## src/rtl/edge_pulse_gen.sv

```systemverilog
// Programmable pulse-train generator: on accepting a request it emits
// `count` pulses of H cycles high followed by L cycles low, with registered
// rise/fall strobes, a busy flag and a one-cycle done strobe on completion.
module edge_pulse_gen #(
   parameter int LEN_W = 8,
   parameter int CNT_W = 4
) (
   input  logic             clk,
   input  logic             rst,
   input  logic             start_valid,
   output logic             start_ready,
   input  logic [LEN_W-1:0] high_len,
   input  logic [LEN_W-1:0] low_len,
   input  logic [CNT_W-1:0] count,
   input  logic             abort,
   output logic             sig,
   output logic             rise,
   output logic             fall,
   output logic             busy,
   output logic             done
);

   typedef enum logic [1:0] {IDLE, HIGH, LOW} state_t;

   state_t             state;
   logic [LEN_W-1:0]   high_last;   // H-1 after zero-as-one clamp
   logic [LEN_W-1:0]   low_last;    // L-1 after zero-as-one clamp
   logic [LEN_W-1:0]   phase_cnt;   // cycles remaining in current phase, minus one
   logic [CNT_W-1:0]   pulse_cnt;   // pulses remaining, including the current one
   logic [LEN_W-1:0]   high_in_last;
   logic [LEN_W-1:0]   low_in_last;

   // Length 0 behaves as 1; storing len-1 lets the phase counter count down
   // to zero without ever needing an extra bit, so H=2^LEN_W-1 fits exactly.
   always_comb begin
      high_in_last = (high_len == '0) ? '0 : high_len - 1'b1;
      low_in_last  = (low_len  == '0) ? '0 : low_len  - 1'b1;
   end

   // Readiness and busy follow directly from the registered state.
   assign start_ready = (state == IDLE);
   assign busy        = (state != IDLE);

   // Main state machine with registered waveform and strobes.
   always_ff @(posedge clk or posedge rst) begin
      if (rst) begin
         state     <= IDLE;
         sig       <= 1'b0;
         rise      <= 1'b0;
         fall      <= 1'b0;
         done      <= 1'b0;
         high_last <= '0;
         low_last  <= '0;
         phase_cnt <= '0;
         pulse_cnt <= '0;
      end else begin
         rise <= 1'b0;
         fall <= 1'b0;
         done <= 1'b0;
         case (state)
            IDLE: begin
               // abort is deliberately ignored here
               if (start_valid) begin
                  if (count == '0) begin
                     done <= 1'b1;
                  end else begin
                     state     <= HIGH;
                     sig       <= 1'b1;
                     rise      <= 1'b1;
                     high_last <= high_in_last;
                     low_last  <= low_in_last;
                     phase_cnt <= high_in_last;
                     pulse_cnt <= count;
                  end
               end
            end
            HIGH: begin
               if (abort) begin
                  state <= IDLE;
                  sig   <= 1'b0;
                  fall  <= 1'b1;
               end else if (phase_cnt == '0) begin
                  state     <= LOW;
                  sig       <= 1'b0;
                  fall      <= 1'b1;
                  phase_cnt <= low_last;
               end else begin
                  phase_cnt <= phase_cnt - 1'b1;
               end
            end
            LOW: begin
               if (abort) begin
                  state <= IDLE;
               end else if (phase_cnt == '0) begin
                  if (pulse_cnt == {{(CNT_W-1){1'b0}}, 1'b1}) begin
                     state <= IDLE;
                     done  <= 1'b1;
                  end else begin
                     state     <= HIGH;
                     sig       <= 1'b1;
                     rise      <= 1'b1;
                     phase_cnt <= high_last;
                     pulse_cnt <= pulse_cnt - 1'b1;
                  end
               end else begin
                  phase_cnt <= phase_cnt - 1'b1;
               end
            end
            default: begin
               state <= IDLE;
               sig   <= 1'b0;
            end
         endcase
      end
   end

endmodule
```

## config.mk

```make
export PLATFORM = sky130hd
export DESIGN_NAME = edge_pulse_gen
export DESIGN_NICKNAME = d
export VERILOG_FILES = /design/src/rtl/edge_pulse_gen.sv
export SDC_FILE = /design/constraint.sdc
export NUM_CORES = 1
export LEC_CHECK = 0
export CORE_ASPECT_RATIO = 1.75
export CORE_MARGIN = 1.5
export CORE_UTILIZATION = 60
export DETAILED_ROUTE_END_ITERATION = 6
export PLACE_DENSITY = 0.85
export SLEW_MARGIN = 30
export SYNTH_ARGS = -nofsm -noshare
export SYNTH_HDL_FRONTEND = slang
export SYNTH_SLANG_ARGS = --single-unit
```

## constraint.sdc

```tcl
create_clock -name clk -period 5.4 [get_ports clk]
set_input_delay 1.08 -clock clk [delete_from_list [all_inputs] [get_ports clk]]
set_output_delay 1.08 -clock clk [all_outputs]
set_load 0.02 [all_outputs]
```

Word-level counts from Yosys, hierarchy flattened
Cells that the tools add are included.
- register bits: 34
- bits of input ports: 24
- output and inout port bits: 6
- logic and storage cells: 86
- add/subtract/negate cells: 4
- eq/ne operators: 12
- mux-type cells: 47
- bitwise operators: 1
- reductions and logical operators: 13
- operators by type and width (operator ; number):
    8-bit 2-to-1 mux ; 9
    8-bit zero test ; 3
    8-bit case mux with 3 select lines ; 1
    8-bit by 1-bit subtractor with 8-bit output, second input constant ; 3
    1-bit 2-to-1 mux ; 21
    4-bit 2-to-1 mux ; 5
    6-bit AND reduction ; 3
    2-bit 2-to-1 mux ; 6
    2-bit != test, second input constant ; 6
    3-bit != test, second input constant ; 3
    4-bit case mux with 2 select lines ; 1
    2-bit case mux with 3 select lines ; 1
    4-bit by 1-bit == test with 1-bit output, second input constant ; 1
    4-bit zero test ; 1
    1-bit case mux with 2 select lines ; 2
    4-bit AND reduction ; 1
    2-bit nonzero test ; 2
    4-bit by 1-bit subtractor with 4-bit output, second input constant ; 1
    1-bit case mux with 3 select lines ; 1
    3-bit AND reduction ; 1
    3-bit nonzero test ; 1
    2-bit by 1-bit == test with 1-bit output, second input constant ; 1
    2-bit == test, second input constant ; 1
    2-bit zero test ; 1
    1-bit inverter ; 1

Logic depth before layout (Yosys ltp)
Gate-level depths: netlist of run 1.
- depth in word-level cells: 5
- depth in mapped cells: 8

Least setup slack after synthesis of run 1
OpenSTA, ideal clock, no wires.
- kind: input port to flip-flop
- from: in low_len[5]
- to: reg low_last[2]
- arrival time: 2.488 ns
- required time: 5.270 ns
- setup slack: 2.782 ns
- stages on the path: 4
- buffers on the path: 0
- path through: or4_1 or4b_2 nand3_1 o21ai_0
- longest elaborated chain between the ends: 2
- ends and longest elaborated chain (item ; RTL line ; RTL):
    from (decl) ; 13 ; input logic [LEN_W-1:0] low_len,
    8-bit zero test ; 37 ; low_in_last = (low_len == '0) ? '0 : low_len - 1'b1;
    8-bit 2-to-1 mux ; 37 ;
    to (signal assigned) ; 71 ; low_last <= low_in_last;
    to (decl) ; 27 ; logic [LEN_W-1:0] low_last;
Every way passes these cells.
A chain may end at the register's enable or synchronous reset.

Final worst setup path of run 1
- from: in low_len[2]
- to: reg low_last[5]
- longest elaborated chain between the ends: 2
- elaborated cells between the ends (all ways): 3
- ends and longest elaborated chain (item ; RTL line):
    8-bit by 1-bit subtractor with 8-bit output or 8-bit zero test (tied branches) ; 37
    8-bit 2-to-1 mux * ; 37
Every way passes the cells marked *; elsewhere a longest branch is shown, timed or not.

==> results of run 1 <==
==> Yosys cell counts (4+ instances only) <==
master,number,area share (%)
a22oi_1,4,1.3
mux2i_1,7,2.9
nor3b_1,6,1.9
inv_1,20,3.1
nand2_1,23,3.6
clkbuf_1,10,1.6
a21oi_1,7,1.5
a31oi_1,7,1.8
ha_1,11,5.8
o31ai_1,19,6.0
o21ai_0,19,4.0
nor3_1,11,2.3
xnor2_1,5,1.8
nor2_1,13,2.0
a221o_1,4,1.7
xor2_1,4,1.5
dfrtp_1,34,36
or4_1,5,1.6
or2_2,4,1.0
a311oi_1,4,1.5
nand2b_1,5,1.3
==> power by group <==
group	internal, uW	total (uW)	switching (uW)
sequential	375	486	111
clock	86.4	177	90.7
combinational	309	751	442
==> metal layers <==
layer | global-route usage, % | vias up | routed length (microns)
met5 | 0 | - | 0
met4 | 17.7 | 0 | 303
met3 | 5.34 | 28 | 356
met2 | 54.5 | 106 | 3290
met1 | 33.1 | 1072 | 2180
li1 | - | 1076 | -
==> cell type report <==
type	instances	area, sq um	share of cell area (%)
clock buffers	5	68.8	2.47
clock inverters	2	10.0	0.359
inverters	20	75.1	2.70
well taps	48	60.1	2.16
flip-flops and latches	34	851	30.5
repair buffers	30	298	10.7
multi-input cells	206	1420	51.1
==> registers in the layout, indices dropped and copies added (netlist names) <==
| name | cells |
|---|---|
| done | 1 |
| phase_cnt | 8 |
| fall | 1 |
| state | 2 |
| pulse_cnt | 4 |
| sig | 1 |
| high_last | 8 |
| rise | 1 |
| low_last | 8 |
==> kinds of logic after synthesis <==
group,share of synthesized area (%)
AO/OA/AOI/OAI,26.4
XOR/XNOR,3.30
adder cells (fa/ha/maj),5.76
buffers and inverters,5.13
flip-flops,35.6
multiplexers,3.40
AND/OR/NAND/NOR,20.4
==> through the flow <==
step                      util (%)  total power [uW]  instance area, sq um  setup WS (ns)
after floorplan                  -              1000                  2390           2.78
after global placement        70.5              1200                  2700           2.14
after detailed placement      70.5              1220                  2700           2.11
after CTS                     72.6              1400                  2780           2.41
after global routing          72.7              1510                  2790           2.33
final                         72.7              1410                  2790           2.38
==> final timing paths <==
| kind | endpoint | from | slack, ns |
|---|---|---|---|
| worst max register to register | pulse_cnt[2] | phase_cnt[0] | 2.49 |
| worst max-delay path | low_last[5] | low_len[2] | 2.38 |
| max in group asynchronous | phase_cnt[6] | rst | 3.91 |
| min in group asynchronous | fall | rst | 1.17 |
| worst min-delay path | low_last[4] | low_last[4] | 0.48 |
| worst min register to register | low_last[4] | low_last[4] | 0.48 |
==> worst min-delay path, stage by stage, from the launching register on <==
cell	delay, ns
dfrtp_1	0.34
nand2_1	0.05
o21ai_0	0.06
==> metrics.txt, run 1 <==
Worst EP required approximately 5.6 ns; library cells used by synthesis between 50 and 60; buffers and inverters on the worst path 1; Synth Warn # 0; clk_lat worst skew 0.29 ns; clock sinks 34; global-route wire length before repair ~10,000 microns; Cell Pwr Density just over 500 nW/um^2; Initial Util between 60% and 70%; RSZ-0062 raised after global routing no; Routed WL ~6100 microns; Netlist Area Pre-Place about 2400 sq um; CP Data Arrival Time approximately 3.2 ns; CP Cell Sequence clkdlybuf4s50_1 > or4_1 > or4b_2 > nand3_1 > o21ai_0; CTS max path bufs 2; Inserted Clock Buffers 5; Mean Syn Cell Area a little under 9 sq um; Post-synth EDFFs 0; DP HPWL about 4600 microns; post-synthesis sequential area ratio 35.6%; Worst Hold Path Cells 2; Die ar. 4390 sq um; via/cell ratio between 6 and 7; total gr overflow 0; commonest cells after routing, fill and taps aside 34 x dfrtp_1, 29 x clkdlybuf4s50_1, 23 x nand2_1, 20 x inv_1; CP max FO 7; Max Cap Viol 0; Pleak around 0.0011 uW; post-CTS sizing 0; Fmax about 330 MHz; Routed Antenna Nets 0; GPL Wtd Cong between 0.9 and 1; status completed; # rows 30; Worst Max-Slew Pin Slew approximately 0.81 ns; Syn Nets a little over 300; Top FF cell, synth dfrtp_1; DIE WIDTH about 51 microns; Slew headroom between 40% and 50%; WHS 0.484 ns; Final Cycle Share a little under three fifths; core area 3830 sq um; clock skew approximately 0.014 ns; total number of vias between 2,000 and 2,500; Final Critical Period 3.02 ns; clk slew on worst S/H paths around 0.060 ns; fin cells between 300 and 400; Fin Setup TNS 0 ns; TritonRoute pass-1 iters 5; Slew Limit Fails 0; ANT cells 0; Gate Count Post-Synth between 200 and 300; clock root buffer clkbuf_8; Setup Fix Bufs, Post-CTS 0; GRT Util Overall a little under a third; number of global-route vias before repair 2,173; port bufs 29; hold_buf cts 0; cell family contributing the most delay on the critical path simple AND/OR/NAND/NOR gates; Crit path depth 5; Final Hold Fails 0; crit-path max cell delay between 0.6 and 0.7 ns; commonest non-fill, non-tap cell in the layout dfrtp_1; Fillers between 300 and 400; placed cells approximately 340; slowest library cell on the worst path or4b_2; die height between 80 and 90 microns; Ports 30; crit end category register; CTS tree yes; startpoint types input pin; post-DR wirelength/cell between 15 and 20 microns; drc violations 0; Post-synth ARST share between 90% and 100%; initial antenna violation count 0; layout cells sized above 1 5.72%; endpoints failing setup 0; Reg2Reg Depth 6; largest net degree at the start of global routing 35; VDD IR max roughly 0.00029 V; htree depth 2; FF+latch count, synth 34; critical path class in2reg; Detailed Route Iter0 Violations 111; Hold WC Path Type reg2reg; Final Net Count about 330; Layout Area Growth over Synthesis 16.5%
No activity file was read; power rests on OpenSTA's default activity.
==> run 2, diff against run 1 <==
- CORE_UTILIZATION: 60 -> 56
- PLACE_DENSITY: 0.85 -> 0.8
- clock period: 5.4 -> 2.9 ns (I/O delays scaled with it)
==> run 2 against run 1 <==
Compared with the run above:
- design area increased by 2.5%
- sequential power increased by 84%
- core utilization is 3.3 points lower
- critical path type is now reg2reg
- critical endpoint is now pulse_cnt[2]
- highest routed layer unchanged
==> metrics.txt, run 2 (same netlist as run 1, synthesis figures left out) <==
status completed; Max Cap Viol 0 (unchanged); CP max FO 7 (unchanged); initial antenna violation count 0 (unchanged); Reg2Reg Depth 6 (unchanged); number of global-route vias before repair 2,314 (+6.5%); Worst EP required 3.08 ns (-2.47 ns); Cell Pwr Density 957 nW/um^2 (+89%); total gr overflow 0 (unchanged); largest registers high_last (8), low_last (8), phase_cnt (8); die height 89.4 microns (+3.4%); crit end category register; Final Cell Area 2860 sq um (+2.5%); clock root buffer clkbuf_8; post-DR wirelength/cell 18.4 microns (+3.9%); Ports 30 (unchanged); Inserted Clock Buffers 5 (unchanged); CTS tree yes; Post-DP Area 2780 sq um (+2.8%); TritonRoute pass-1 iters 4 (-1); via/cell ratio 6.47 (-2.2%); clock skew 0.0120 ns (-0.00197 ns); reg2reg start phase_cnt[1]; total number of vias 2,302 (+0.88%); Routed WL 6570 microns (+7.2%); slowest library cell on the worst path or4_1; Fillers 365 (+16%); clock sinks 34 (unchanged); ANT cells 0 (unchanged); Die ar. 4680 sq um (+6.8%); RSZ-0062 raised after global routing no; post-CTS sizing 0 (unchanged); Slew headroom 62.0% (+16 points); startpoint types register; Min-Delay Endpoint low_last[1]; largest net degree at the start of global routing 35 (unchanged); drc violations 0 (unchanged); Final Cycle Share ~90%; DIE WIDTH 52.4 microns (+3.3%); Worst Hold Path Cells 2 (unchanged); core area 4110 sq um (+7.4%); Fin Setup TNS 0 ns (unchanged); Setup Fix Bufs, Post-CTS 0 (unchanged); Layout Area Growth over Synthesis 19.5%; Hold WC Path Type reg2reg; R2R setup slack 0.26 ns (-2.23 ns); layout cells sized above 1 8.47% (+2.7 points); Final Net Count 342 (+3.0%); port bufs 29 (unchanged); DP HPWL 5110 microns (+10%); FF-to-FF End pulse_cnt[2]; critical path class reg2reg; commonest non-fill, non-tap cell in the layout dfrtp_1; clk_lat worst skew 0.30 ns (about the same); CP Data Arrival Time 2.83 ns (-0.34 ns); CP Cell Sequence inv_1 > ha_1 > or3b_2 > or4_1 > a21o_1 > a221o_1; # rows 31 (+3.3%); GPL Wtd Cong 0.943 (+1.4%); endpoints failing setup 0 (unchanged); Pleak 0.00119 uW (+4.2%); Slew Limit Fails 0 (unchanged); VDD IR max 0.000612 V (+110%); Routed Antenna Nets 0 (unchanged); global-route wire length before repair 10,700 microns (+6.2%); Worst Max-Slew Pin Slew 0.565 ns (-0.247 ns); Final Hold Fails 0 (unchanged); Hold Path Origin low_last[1]; clk slew on worst S/H paths 0.07 ns (about the same); hold_buf cts 0 (unchanged); GRT Util Overall 31.0% (+0.39 points); Fmax ~380 MHz; htree depth 2 (unchanged); Final Critical Period around 2.6 ns; commonest cells after routing, fill and taps aside 34 x dfrtp_1, 29 x clkdlybuf4s50_1, 23 x nand2_1, 20 x inv_1; Initial Util 58.1% (-4.3 points); crit-path max cell delay 0.65 ns (-0.02 ns); CTS max path bufs 2 (unchanged); Detailed Route Iter0 Violations 116 (+4.5%)
==> run 2: cell types whose count changed in the layout (fill, tap and decap cells not counted), sizes merged <==
cell | before | now
buf | 1 | 11
==> run 2: final cells by class <==
class / count / area (sq um) / area share (%)
Multi-Input combinational cell: 206 / 1420 / 49.6
Sequential cell: 34 / 851 / 29.8
Timing Repair Buffer: 40 / 373 / 13.1
Inverter: 20 / 75.1 / 2.63
Clock buffer: 5 / 68.8 / 2.41
Tap cell: 49 / 61.3 / 2.15
Clock inverter: 2 / 10.0 / 0.351
==> run 2: layer usage <==
layer | up-vias | wire [microns] | global-route usage (%)
met5 | - | 0 | 0
met4 | 0 | 314 | 18.9
met3 | 22 | 290 | 5.35
met2 | 83 | 3620 | 56.6
met1 | 1098 | 2340 | 31.5
li1 | 1099 | - | -
==> run 2: how the worst max path moves through the flow <==
| stage | endpoint | cells past startpoint | startpoint | slack [ns] |
|---|---|---|---|---|
| after floorplan | pulse_cnt[2] | 8 | phase_cnt[0] | 0.36 |
| after global placement | high_last[6] | 7 | high_len[0] | 0.19 |
| after detailed placement | high_last[6] | 7 | high_len[0] | 0.17 |
| after CTS | pulse_cnt[2] | 6 | phase_cnt[1] | 0.26 |
| after global routing | pulse_cnt[2] | 6 | phase_cnt[1] | 0.16 |
| final | pulse_cnt[2] | 6 | phase_cnt[1] | 0.26 |
==> run 2: critical path, delay by kind of cell (launching register included) <==
family | cells | cell delay (ns)
adder cells (fa/ha/maj) | 1 | 0.19
AND/OR/NAND/NOR | 2 | 1.11
AO/OA/AOI/OAI | 2 | 0.65
buffers and inverters | 1 | 0.12
flip-flops | 1 | 0.47
==> run 2: stage by stage <==
step	hold WS [ns]	total power, uW	std cells	util [%]	setup WS, ns
final	0.480	2730	356	69.4	0.255
after global routing	0.508	2940	356	69.4	0.165
after CTS	0.488	2720	356	69.4	0.264
after detailed placement	0.473	2380	349	67.5	0.170
after global placement	0.460	2340	349	67.5	0.192
after floorplan	0.443	1860	272	-	0.358
==> run 2: report_power, final <==
part	switching (uW)	total, uW	internal [uW]	leakage, uW
Sequential	196	894	697	0.000419
Combinational	865	1500	637	0.000727
Clock	177	338	161	0.0000438
